## config.mk

```make
export PLATFORM = sky130hd
export DESIGN_NAME = greenhouse_readout_buffer
export DESIGN_NICKNAME = d
export VERILOG_FILES = /design/src/rtl/greenhouse_readout_buffer.sv
export SDC_FILE = /design/constraint.sdc
export NUM_CORES = 1
export LEC_CHECK = 0
export CORE_ASPECT_RATIO = 1.75
export CORE_MARGIN = 10
export CORE_UTILIZATION = 38
export CTS_BUF_LIST = sky130_fd_sc_hd__clkbuf_8
export CTS_CLUSTER_SIZE = 16
export DETAILED_ROUTE_END_ITERATION = 10
export SYNTH_ARGS = -nofsm -noshare
export SYNTH_HDL_FRONTEND = slang
export SYNTH_SLANG_ARGS = --single-unit
```

## constraint.sdc

```tcl
create_clock -name CLOCK_50 -period 1.61 [get_ports CLOCK_50]
set_clock_uncertainty 0.15 [all_clocks]
set_input_delay 0.4025 -clock CLOCK_50 [delete_from_list [all_inputs] [get_ports CLOCK_50]]
set_output_delay 0.4025 -clock CLOCK_50 [all_outputs]
set_load 0.05 [all_outputs]
```

## src/rtl/greenhouse_readout_buffer.sv

```systemverilog
// greenhouse_readout_buffer
// Accepts binary sensor readings over valid/ready, converts each one to BCD
// with a bit-serial shift-add-3 engine, and stages the result in a pending
// bank. The display bank is refreshed from the pending bank only on
// frame_start, so the renderer never sees a digit change mid-frame.
module greenhouse_readout_buffer #(
   parameter int NUM_CH = 4,
   parameter int DATA_W = 10,
   parameter int DIGITS = 3,
   localparam int CH_W  = (NUM_CH > 1) ? $clog2(NUM_CH) : 1
) (
   input  logic                         CLOCK_50,
   input  logic                         RESET_N,
   input  logic                         in_valid,
   output logic                         in_ready,
   input  logic [CH_W-1:0]              in_channel,
   input  logic [DATA_W-1:0]            in_value,
   input  logic                         frame_start,
   output logic [NUM_CH*DIGITS*4-1:0]   disp_bcd,
   output logic [NUM_CH-1:0]            disp_valid,
   output logic [NUM_CH-1:0]            disp_over
);

   // 10^n, used to derive the largest displayable value
   function automatic int pow10(input int n);
      int r;
      r = 1;
      for (int i = 0; i < n; i++) begin
         r = r * 10;
      end
      return r;
   endfunction

   localparam int BCD_W   = DIGITS * 4;
   localparam int SH_W    = BCD_W + DATA_W;
   localparam int CNT_W   = $clog2(DATA_W + 1);
   localparam int MAX_VAL = pow10(DIGITS) - 1;

   // One double-dabble iteration: correct digits >= 5, then shift left by one
   function automatic logic [SH_W-1:0] dabble_step(input logic [SH_W-1:0] s);
      logic [SH_W-1:0] t;
      t = s;
      for (int d = 0; d < DIGITS; d++) begin
         if (t[DATA_W + 4*d +: 4] >= 4'd5) begin
            t[DATA_W + 4*d +: 4] = t[DATA_W + 4*d +: 4] + 4'd3;
         end else begin
            t[DATA_W + 4*d +: 4] = t[DATA_W + 4*d +: 4];
         end
      end
      return {t[SH_W-2:0], 1'b0};
   endfunction

   typedef enum logic [1:0] {
      ST_IDLE    = 2'd0,
      ST_CONVERT = 2'd1,
      ST_WRITE   = 2'd2
   } state_t;

   state_t                    state_r;
   logic                      ready_r;
   logic [CNT_W-1:0]          cnt_r;
   logic [SH_W-1:0]           sh_r;
   logic [CH_W-1:0]           ch_r;
   logic                      over_r;

   logic [NUM_CH*BCD_W-1:0]   pend_bcd_r;
   logic [NUM_CH-1:0]         pend_over_r;
   logic [NUM_CH-1:0]         dirty_r;

   logic [DATA_W-1:0]         clamp_val_s;
   logic                      clamp_over_s;
   logic [SH_W-1:0]           step_s;
   logic                      wr_en_s;

   assign in_ready = ready_r;

   // Saturate readings that cannot be shown in DIGITS decimal digits
   always_comb begin
      if (32'(in_value) > 32'(MAX_VAL)) begin
         clamp_val_s  = DATA_W'(MAX_VAL);
         clamp_over_s = 1'b1;
      end else begin
         clamp_val_s  = in_value;
         clamp_over_s = 1'b0;
      end
   end

   // Next value of the conversion shift register and write strobe
   always_comb begin
      step_s  = dabble_step(sh_r);
      wr_en_s = (state_r == ST_WRITE);
   end

   // Handshake / conversion FSM; in_ready is a registered output
   always_ff @(posedge CLOCK_50) begin
      if (!RESET_N) begin
         state_r <= ST_IDLE;
         ready_r <= 1'b0;
         cnt_r   <= {CNT_W{1'b0}};
         sh_r    <= {SH_W{1'b0}};
         ch_r    <= {CH_W{1'b0}};
         over_r  <= 1'b0;
      end else begin
         case (state_r)
            ST_IDLE: begin
               if (in_valid && ready_r) begin
                  ch_r    <= in_channel;
                  over_r  <= clamp_over_s;
                  sh_r    <= {{BCD_W{1'b0}}, clamp_val_s};
                  cnt_r   <= CNT_W'(DATA_W);
                  ready_r <= 1'b0;
                  state_r <= ST_CONVERT;
               end else begin
                  ready_r <= 1'b1;
               end
            end
            ST_CONVERT: begin
               sh_r  <= step_s;
               cnt_r <= cnt_r - CNT_W'(1);
               if (cnt_r == CNT_W'(1)) begin
                  state_r <= ST_WRITE;
               end else begin
                  state_r <= ST_CONVERT;
               end
            end
            ST_WRITE: begin
               ready_r <= 1'b1;
               state_r <= ST_IDLE;
            end
            default: begin
               ready_r <= 1'b0;
               state_r <= ST_IDLE;
            end
         endcase
      end
   end

   // Pending bank update and frame-synchronous publish to the display bank.
   // Publish reads pre-edge pending/dirty; a same-edge write re-marks dirty.
   always_ff @(posedge CLOCK_50) begin
      if (!RESET_N) begin
         pend_bcd_r  <= {(NUM_CH*BCD_W){1'b0}};
         pend_over_r <= {NUM_CH{1'b0}};
         dirty_r     <= {NUM_CH{1'b0}};
         disp_bcd    <= {(NUM_CH*BCD_W){1'b0}};
         disp_valid  <= {NUM_CH{1'b0}};
         disp_over   <= {NUM_CH{1'b0}};
      end else begin
         for (int c = 0; c < NUM_CH; c++) begin
            if (frame_start && dirty_r[c]) begin
               disp_bcd[c*BCD_W +: BCD_W] <= pend_bcd_r[c*BCD_W +: BCD_W];
               disp_over[c]               <= pend_over_r[c];
               disp_valid[c]              <= 1'b1;
               dirty_r[c]                 <= 1'b0;
            end
            if (wr_en_s && (ch_r == CH_W'(c))) begin
               pend_bcd_r[c*BCD_W +: BCD_W] <= sh_r[SH_W-1:DATA_W];
               pend_over_r[c]               <= over_r;
               dirty_r[c]                   <= 1'b1;
            end
         end
      end
   end

endmodule

```

==> impl_metrics.sql <==
INSERT INTO impl_metrics (metric_group, metric, value, unit) VALUES
('power', 'power.ir.vdd_worst', '0.567', 'mV'),
('clock_network', 'cts.htree.levels', '4', ''),
('setup_path', 'crit_fanout', '4', ''),
('global_routing', 'initial_antenna_violation_count', '0', ''),
('die', 'fp-row-count', '57', ''),
('clock_network', 'tritoncts.num_buffers', '17', ''),
('global_routing', 'via_count_of_the_first_global_routing_pass', '4654', ''),
('drt', 'dr_wl_met3', '596', 'um'),
('sta', 'setup_tns', '0', 'ns'),
('clock_network', 'clock_tree_from_tritoncts', 'yes', ''),
('drt', 'met2_wl_post_dr', '7.45', 'mm'),
('sta', 'worst_slew_pin_slew', '0.414', 'ns'),
('setup_path', 'timing_worst_setup_path_type', 'reg -> reg', ''),
('sta', 'max_clock_freq', '0.639', 'GHz'),
('clock_network', 'number_of_hold_buffers_added_after_cts', '0', ''),
('sta', 'hold_violations', '0', ''),
('placement', 'gpl.final_weighted_congestion', '0.838', ''),
('drt', 'drc', '0', ''),
('logic_synthesis', 'ys_seq_elements', '144', ''),
('die', 'ioPinCount', '73', ''),
('setup_path', 'critical_path.reg2reg.startpoint', 'sh_r[15]$_SDFFE_PN0P_', ''),
('setup_path', 'critPathMaxStageDelay', '0.34', 'ns'),
('placement', 'half_perimeter_wire_length_after_placement', '9.95', 'mm'),
('placement', 'place.port_buffers', '72', ''),
('die', 'die_width', '110', 'um'),
('power', 'pwr_density_cell', '920', 'nW/um2'),
('run_status', 'status', 'complete, no violations', ''),
('sta', 'worst_hold_slack', '0.302', 'ns'),
('drt', 'met1_length', '5.19', 'mm'),
('setup_path', 'crit_path_start', 'sh_r[15]$_SDFFE_PN0P_', ''),
('finish', 'antenna-diode-count', '0', ''),
('logic_synthesis', 'syn-num-nets', '669', ''),
('setup_path', 'critical_path.endpoint_type', 'register', ''),
('drt', 'wl_per_cell', '14.4', 'um'),
('drt', 'ant_nets', '0', ''),
('logic_synthesis', 'post_synth_inst_count', '645', ''),
('power', 'leakagePower', '2.70', 'nW'),
('setup_path', 'worst_path_dominant_cell_family', 'compound AO/OA/AOI/OAI gates', ''),
('die', 'floorplan.core_area', '13900', 'um2'),
('drt', 'drt-pass1-iter-count', '4', ''),
('logic_synthesis', 'number_of_warning_messages_in_the_yosys_log', '0', ''),
('logic_synthesis', 'synth.avg_cell_area', '8.36', 'um2'),
('die', 'floorplan.initialDensity', '0.388', ''),
('drt', 'num_vias', '4584', ''),
('flow_run', 'max_cap_viol_count', '0', ''),
('logic_synthesis', 'syn-cell-area', '5390', 'um2'),
('min_path', 'worstHoldStart', 'pend_bcd_r[32]$_SDFFE_PN0P_', ''),
('die', 'die_height', '178', 'um'),
('die', 'die-area', '19500', 'um2'),
('sta', 'slew_headroom', '0.723', ''),
('global_routing', 'grt_util_all_layers', '0.141', ''),
('clock_network', 'worst_skew_pair.late_latency', '0.44', 'ns'),
('finish', 'mostFrequentLayoutCell', 'nand2_1', ''),
('setup_path', 'cp_data_required_time', '1.85', 'ns'),
('drt', 'highest-signal-layer', 'met4', ''),
('setup_path', 'worst_setup_path_start_kind', 'register', ''),
('sta', 'fin_crit', '1.57', 'ns'),
('logic_synthesis', 'synth_largest_area_cell', 'dfxtp_1', ''),
('clock_network', 'numClockSinks', '144', ''),
('drt', 'detail_route.vias_per_cell', '4.91', ''),
('clock_network', 'cts_buffer_depth', '2', ''),
('global_routing', 'global_route_wire_length_before_repair', '22.0', 'mm'),
('min_path', 'min_path_type', 'reg -> reg', ''),
('finish', 'post_route_cells_drive_above_1_share', '0.217', ''),
('finish', 'most_frequent_cells_in_the_layout', 'nand2_1, dfxtp_1, a21oi_1', ''),
('setup_path', 'arrival_worst_endpoint', '1.80', 'ns'),
('sta', 'slew_violations', '0', ''),
('finish', 'nets', '768', ''),
('global_routing', 'grt_start_max_net_pins', '57', ''),
('setup_path', 'path_cells', 'inv_2 -> ha_1 -> nand2b_1 -> a21oi_4 -> mux2i_2 -> a22o_1', ''),
('global_routing', 'grt_overflow_total', '0', '');
[cells in the mapped netlist, drive strengths merged]
master	count
a311o	1
nand3	2
nand3b	1
and3	8
a21oi	121
nand2	217
o21ai	4
o221ai	2
a211oi	1
ha	8
o211ai	1
and4bb	1
nor2	22
o2bb2ai	1
nor2b	1
dfxtp	144
o2111ai	1
a221oi	1
clkbuf	18
mux2i	5
o31ai	3
nor3b	4
or2	2
buf	23
o311ai	1
a221o	5
or2b	1
xnor2	3
inv	12
o2111a	1
a22oi	2
nand2b	9
a32o	3
and2	7
o22ai	5
a22o	3
nand4	1
[worst min-delay path, cell delays in order (launching register included)]
cell and delay, ns:
dfxtp_1 0.32, nand2_1 0.05, a21oi_1 0.05
[layer usage]
layer,up-vias,global-route usage
li1,2345,-
met5,-,0
met3,15,0.0418
met2,76,0.260
met4,0,0.0479
met1,2148,0.145
[area by class of cell]
cell class	count	area (um2)
sequential	144	2890
clock inverter	14	165
fill	1292	6350
inverter	12	46.3
multi-input combinational	448	2290
clock buffer	18	248
tap	177	221
timing repair buffer	121	1700
[worst paths after layout]
kind | cells after the start | to | slack [ns]
setup / recovery | 6 | sh_r[16]$_SDFFE_PN0P_ | 0.04
hold / removal | 2 | disp_bcd[32]$_SDFFE_PN0P_ | 0.30
setup reg to reg | 6 | sh_r[16]$_SDFFE_PN0P_ | 0.04
hold reg to reg | 2 | disp_bcd[32]$_SDFFE_PN0P_ | 0.30
[report_power, final]
part	switching [mW]	internal, mW	leakage, nW
clock	1.38	1.57	0.203
combinational	0.195	0.172	1.33
sequential	0.0384	3.60	1.16
total	1.61	5.34	2.70
[logic make-up after synthesis]
| logic type | after synthesis | synth area share |
|---|---|---|
| XOR/XNOR | 3 | 0.00488 |
| AND/OR/NAND/NOR | 276 | 0.217 |
| multiplexers | 5 | 0.00929 |
| AO/OA/AOI/OAI | 156 | 0.167 |
| flip-flops | 144 | 0.535 |
| buffers and inverters | 53 | 0.0490 |
| adder cells (fa/ha/maj) | 8 | 0.0186 |
[stage by stage]
step | utilization | power (mW) | setup WS [ns] | area [um2] | cells
detailed placement | 0.509 | 4.08 | -0.382 | 7080 | 900
CTS | 0.540 | 7.01 | -0.00292 | 7510 | 932
global placement | 0.509 | 4.07 | -0.328 | 7080 | 900
global route | 0.544 | 7.23 | -0.0300 | 7560 | 934
finish | 0.544 | 6.95 | 0.0444 | 7560 | 934
floorplan | - | 3.92 | 0.0568 | 5400 | 645
[what timing repair did]
item / CTS / global route
setup buffers: 0 / 2
pin swaps: 1 / 3
resized for setup: 4 / 15
setup endpoints to repair: 3 / 49
[registers in the layout (all words and copies together), names as in the netlist]
signal	cells
disp_valid	4
over_r	1
state_r	2
ch_r	2
disp_bcd	48
disp_over	4
in_ready	1
pend_bcd_r	48
cnt_r	4
pend_over_r	4
sh_r	22
dirty_r	4
(Power assumes the default switching activity.)
